**src/rtl/bus_gnt.sv**
```systemverilog
// bus_gnt: pops ready brq entries and owns the shared bus for a fixed transfer window per entry.
// Ports: clk/clr clock and sync reset; req_ready/send_in/dest_in are the brq head.
// hold blocks new pulls; done ends a transfer early when BUS_GNT_DONE_EN is defined.
// Outputs: pull pops brq; grant/recv are one-hot sender/destination enables.
// cur_send/cur_dest are the latched IDs; bus_busy is set in XFER and GAP; err pulses once per dropped illegal request.
// Optional macro: BUS_GNT_DONE_EN (done ends XFER early, XFER_CYCLES becomes a timeout).
module bus_gnt #(
  parameter int          XFER_CYCLES = 4,
  parameter int          GAP_CYCLES  = 1,
  parameter logic [15:0] VALID_MASK  = 16'h1FF3
) (
  input  logic        clk,
  input  logic        clr,
  input  logic        req_ready,
  input  logic [3:0]  send_in,
  input  logic [3:0]  dest_in,
  input  logic        hold,
  input  logic        done,
  output logic        pull,
  output logic [15:0] grant,
  output logic [15:0] recv,
  output logic [3:0]  cur_send,
  output logic [3:0]  cur_dest,
  output logic        bus_busy,
  output logic        err
);
  typedef enum logic [1:0] {IDLE, XFER, GAP} state_t;
  state_t     r_state, w_state_nx;
  logic [7:0] r_cnt, w_cnt_nx;
  logic [3:0] r_gcnt, w_gcnt_nx;
  logic [3:0] r_send, r_dest;
  logic       r_err, w_err_nx, w_legal, w_end;
  assign w_legal = VALID_MASK[send_in] & VALID_MASK[dest_in] & (send_in != dest_in);
`ifdef BUS_GNT_DONE_EN
  assign w_end = (r_cnt == 8'd0) | done;
`else
  assign w_end = (r_cnt == 8'd0) | (done & 1'b0);
`endif
  assign pull     = (r_state == IDLE) & req_ready & ~hold & ~clr;
  assign grant    = (r_state == XFER) ? 16'd1 << r_send : 16'd0;
  assign recv     = (r_state == XFER) ? 16'd1 << r_dest : 16'd0;
  assign bus_busy = r_state != IDLE;
  assign cur_send = r_send;
  assign cur_dest = r_dest;
  assign err      = r_err;
  always_comb begin
    w_state_nx = r_state;
    w_cnt_nx   = r_cnt;
    w_gcnt_nx  = r_gcnt;
    w_err_nx   = 1'b0;
    case (r_state)
      IDLE: if (pull) begin
        // illegal entries are still popped, only flagged
        w_state_nx = w_legal ? XFER : IDLE;
        w_cnt_nx   = 8'(XFER_CYCLES - 1);
        w_err_nx   = ~w_legal;
      end
      XFER: if (w_end) begin
        w_state_nx = (GAP_CYCLES == 0) ? IDLE : GAP;
        w_gcnt_nx  = 4'(GAP_CYCLES - 1);
      end else w_cnt_nx = r_cnt - 8'd1;
      GAP: if (r_gcnt == 4'd0) w_state_nx = IDLE;
        else w_gcnt_nx = r_gcnt - 4'd1;
      default: w_state_nx = IDLE;
    endcase
  end
  always_ff @(posedge clk) begin
    if (clr) begin
      r_state <= IDLE;
      r_cnt   <= '0;
      r_gcnt  <= '0;
      r_send  <= '0;
      r_dest  <= '0;
      r_err   <= 1'b0;
    end else begin
      r_state <= w_state_nx;
      r_cnt   <= w_cnt_nx;
      r_gcnt  <= w_gcnt_nx;
      r_err   <= w_err_nx;
      if (pull) begin
        r_send <= send_in;
        r_dest <= dest_in;
      end
    end
  end
endmodule

```
**config.mk**
```make
export PLATFORM = sky130hd
export DESIGN_NAME = bus_gnt
export DESIGN_NICKNAME = d
export VERILOG_FILES = /design/src/rtl/bus_gnt.sv
export SDC_FILE = /design/constraint.sdc
export NUM_CORES = 1
export LEC_CHECK = 0
export BUFFER_PORTS_ARGS = -buffer_cell sky130_fd_sc_hd__buf_4
export CAP_MARGIN = 10
export CELL_PAD_IN_SITES_DETAIL_PLACEMENT = 1
export CELL_PAD_IN_SITES_GLOBAL_PLACEMENT = 2
export CORE_AREA = 2 2 76 78
export CTS_CLUSTER_DIAMETER = 60
export CTS_CLUSTER_SIZE = 25
export DETAILED_ROUTE_END_ITERATION = 10
export DIE_AREA = 0 0 78 80
export GPL_TIMING_DRIVEN = 1
export MAX_ROUTING_LAYER = met4
export PLACE_DENSITY_LB_ADDON = 0.3
export RECOVER_POWER = 50
export SYNTH_ARGS = -nofsm -noshare
export SYNTH_HDL_FRONTEND = slang
export SYNTH_SLANG_ARGS = --single-unit
```
**constraint.sdc**
```tcl
create_clock -name clk -period 3.16 [get_ports clk]
set_input_delay 0.158 -clock clk [delete_from_list [all_inputs] [get_ports clk]]
set_output_delay 0.158 -clock clk [all_outputs]
set_load 0.01 [all_outputs]
```
==> flow_results.org <==
** STA
- The worst pin sits at a relative slew slack of 0.302.
- Final worst path period share :: 0.693
- Hold timing on the final database bottoms out at a slack of 0.110 ns.
- Post-route setup TNS :: 0 ns
- Timing would allow up to 456 MHz.
- The hold violation total from the final report came to 0.
- At the pin with the least slew margin, the transition time is 1.04 ns.
- Largest clock skew in the final design :: 0.0118 ns
- Worst setup slack after layout :: 0.969 ns
- Subtracting the final worst setup slack from the clock period gives 2.19 ns.
- The max-slew violation count is 0.
- Final count of negative-setup-slack endpoints :: 0
- Setup repair after global routing left no endpoint under its margin.

** Setup path
- Family of cells with the greatest summed delay on the critical path :: simple AND/OR/NAND/NOR gates
- STA classifies the critical path endpoint as a register.
- Critical path start-end classification :: register to register
- The startpoint identified for the worst register-to-register timing path is r_cnt[0].
- Walking the worst path, the cells encountered are inv_1, ha_1, nor3b_1, a32oi_1, o21ai_0, a21oi_1.
- In this run the register-to-register setup slack is 0.97 ns.
- The worst setup path is launched from a register.
- Delay contributed by the slowest stage of the critical path :: 0.85 ns
- In this run the worst path has a maximum fanout of 8.
- Data on the critical path is required at its endpoint by 3.32 ns.
- The worst register-to-register path ends at r_gcnt[2].
- The slowest stage of the critical path belongs to the cell nor3b_1.
- Critical path buffers and inverters :: 1
- Crit path arrival time :: 2.35 ns
- The number of cells on the worst reg-to-reg path is 6.

** Synthesis
- The commonest cells after synthesis are 23 x dfxtp_1, 23 x nor2_1, 20 x nor3_1, 18 x nand2_1, 16 x nand2b_1.
- The largest total area in the synthesized netlist belongs to dfxtp_1.
- Avg Cell Area, Syn :: 7.77 µm²
- Number of nets in the synthesized netlist :: 205
- Of the post-synthesis cell area, the dominant cell type holds 0.314.
- Post-synthesis cell type count :: 42
- After synthesis, the share of flip-flops with an asynchronous set or reset is 0.
- The cell area that synthesis handed to floorplanning was 1470 µm².
- The cell count after synthesis came out at 189.
- Count of warnings emitted by yosys :: 0
- Sequential element share of the synthesized area :: 0.314
- By area the synthesized netlist is led by dfxtp_1 31%, nand2b_1 6.8%, nor3_1 6.8%, nor2_1 5.9%, nand2_1 4.6%.
- Commonest register cell after synthesis :: dfxtp_1
- The synthesized design contains 23 register bits.
- Number of synthesized flops with an enable pin :: 0

** Pwr
- In this run the power spent charging and discharging nets is 183 µW.
- The worst-case IR drop observed on VDD is 0.000204 V.
- Power per cell area :: 330 nW/µm²
- The internal power of the cells totals 436 µW.
- Gate power share :: 0.178
- Of the total power, registers draw 0.521.
- Summed over all cells, the static leakage comes to 0.000672 µW.
- Of the total power, the share spent switching nets is 0.295.
- Total power of the final layout :: 619 µW
- Of the total power, the clock network draws 0.301.

** Clocking
- PostCTS Resize Cnt :: 0
- The number of clock buffers added by TritonCTS is 3.
- Worst-case clock buffer depth :: 2
- CTS tree :: built
- Sink Count :: 23
- CTS built an H-tree with a depth of 1.
- For this design, the CTS-stage hold fixing added 0 buffers.
- After clock tree synthesis, the clock-pin slew on the worst setup and hold paths is 0.09 ns.
- After clock tree synthesis, the setup repair step added 0 buffers.
- Root buffer cell :: clkbuf_8
- Clock latency on the worst-skew pair, taken at its later pin, is 0.27 ns.

** Place
- Setup slack at placement :: 1.30 ns
- Once detailed placement completed, the half-perimeter wirelength came to 3020 µm.
- Buffers placed on the I/O ports in this run total 54.
- Final GP Congestion :: 0.693
- Once placement finished, the instance area stood at 1920 µm².

** Routing
- Via Count :: 1472
- DRC :: 0
- Avg Vias per Cell :: 4.79
- Routed wire length per instance :: 13.1 µm
- Initial drt markers :: 42
- After detailed routing, the total wire length is 4020 µm.
- Before antenna repair, the detailed router went through 4 iterations.
- The detail route stage leaves a number of antenna-violating nets equal to 0.

** Die
- The region available for standard cell placement spans 5410 µm².
- For this configuration, the core starts out at a cell density of 0.272.
- The die covers 6240 µm².
- Die Wd :: 78 µm
- Cell Rows :: 27
- 56 I/O pins were placed.
- In this run the vertical extent of the chip is 80 µm.

** Worst hold path
- Startpoint of the most critical hold path :: send_in[0]
- Number of instances on the worst hold path :: 3
- The worst hold path terminates at cur_send[0].
- The path class of the tightest hold or removal check is input pin to register.

** Layout
- Relative to the synthesized area, the layout overhead comes to 27.7%.
- Fraction of layout cells with a size suffix above 1 :: 0.196
- Fill cells :: 691
- Post-layout nets :: 252
- After routing the design area is 1870 µm².
- The multi-input combinational cells in the finished layout cover a total of 932 µm².
- The number of antenna diodes in the final layout is 0.
- Storage element area :: 460 µm²

** GRT
- Congestion Overflow GR :: 0
- The first global-routing pass estimated 6850 µm of wire.
- Via count of the first global-routing pass :: 1426
- The initial antenna violation count came to 0.
- In the global route stage, overall resource usage came out at 0.137.
- Entering global routing, the biggest net connects 20 pins.

** Run status
- The flow ran to the end, and the final reports show no timing, DRC or antenna violations.

** Run
- Across the run, the number of max-cap violations was 0.
cell usage in the layout, fill, tap and decap left out, types with 2 or more instances in the layout:
cell type,n
a211oi_1,3
xor2_1,6
inv_1,5
nand2_1,18
and2b_1,2
nand3_1,4
a21oi_1,2
ha_1,3
nor2_1,23
nor4b_4,2
nor4_1,7
nand2b_1,16
clkbuf_1,23
buf_4,32
nor4_2,2
mux2i_1,2
xnor2_1,3
nor3_1,20
o21ai_0,10
clkbuf_8,3
nand4b_1,2
o211ai_1,2
dfxtp_1,23
o21ai_1,2
or2_0,2
nand3b_1,2
worst register-to-register path, cell delays in order (launching register included):
cell     delay, ns
dfxtp_1       0.35
inv_1         0.09
ha_1          0.17
nor3b_1       0.85
a32oi_1       0.32
o21ai_0       0.22
a21oi_1       0.08
power by group through the flow:
stage	logic [µW]	clock network [µW]	registers, µW
floorplan	78.2	0	320
global placement	116	0	330
detailed placement	117	0	330
CTS	118	195	323
global route	124	209	326
finish	110	187	323
metal layers:
metal  GRT usage  up-vias  share of wire
li1            -      747              -
met1       0.183      693           0.50
met2       0.217       30           0.44
met3      0.0317        2          0.047
met4      0.0211        0         0.0062
met5           -        -              0
worst max path at each step:
stage	startpoint	endpoint	depth (start not counted)
floorplan	r_state[1]	r_cnt[7]	4
global placement	r_state[0]	r_cnt[5]	4
detailed placement	r_state[0]	r_cnt[2]	4
CTS	r_state[0]	pull	3
global route	r_cnt[0]	r_gcnt[2]	6
finish	r_cnt[0]	r_gcnt[2]	6
kinds of logic after synthesis:
kind of cell	Yosys count	synth area share
buffers and inverters	18	0.0477
DFF	23	0.314
and+or+nand+nor	109	0.431
AOI/OAI and AO/OA	25	0.114
adders and majority gates	3	0.0256
xor gates and xnor gates	9	0.0537
muxes	2	0.0136
layout make-up:
class / count / area share
repair buffers: 55 / 0.174
clock buffers: 3 / 0.0220
inverters: 5 / 0.0100
clock inverters: 1 / 0.00267
well taps: 72 / 0.0481
multi-input cells: 148 / 0.497
flip-flops and latches: 23 / 0.246
state kept, by name, summed over array words and instances, names as in the netlist:
signal	cells
cur_send	4
cur_dest	4
r_state	2
r_cnt	8
err	1
r_gcnt	4
through the flow:
stage | std cells | utilization
2_1_floorplan | 189 | -
3_3_place_gp | 303 | 0.355
3_5_place_dp | 303 | 0.355
4_1_cts | 307 | 0.364
5_1_grt | 307 | 0.347
6_report | 307 | 0.347
Power figures use the tool's default switching activity.
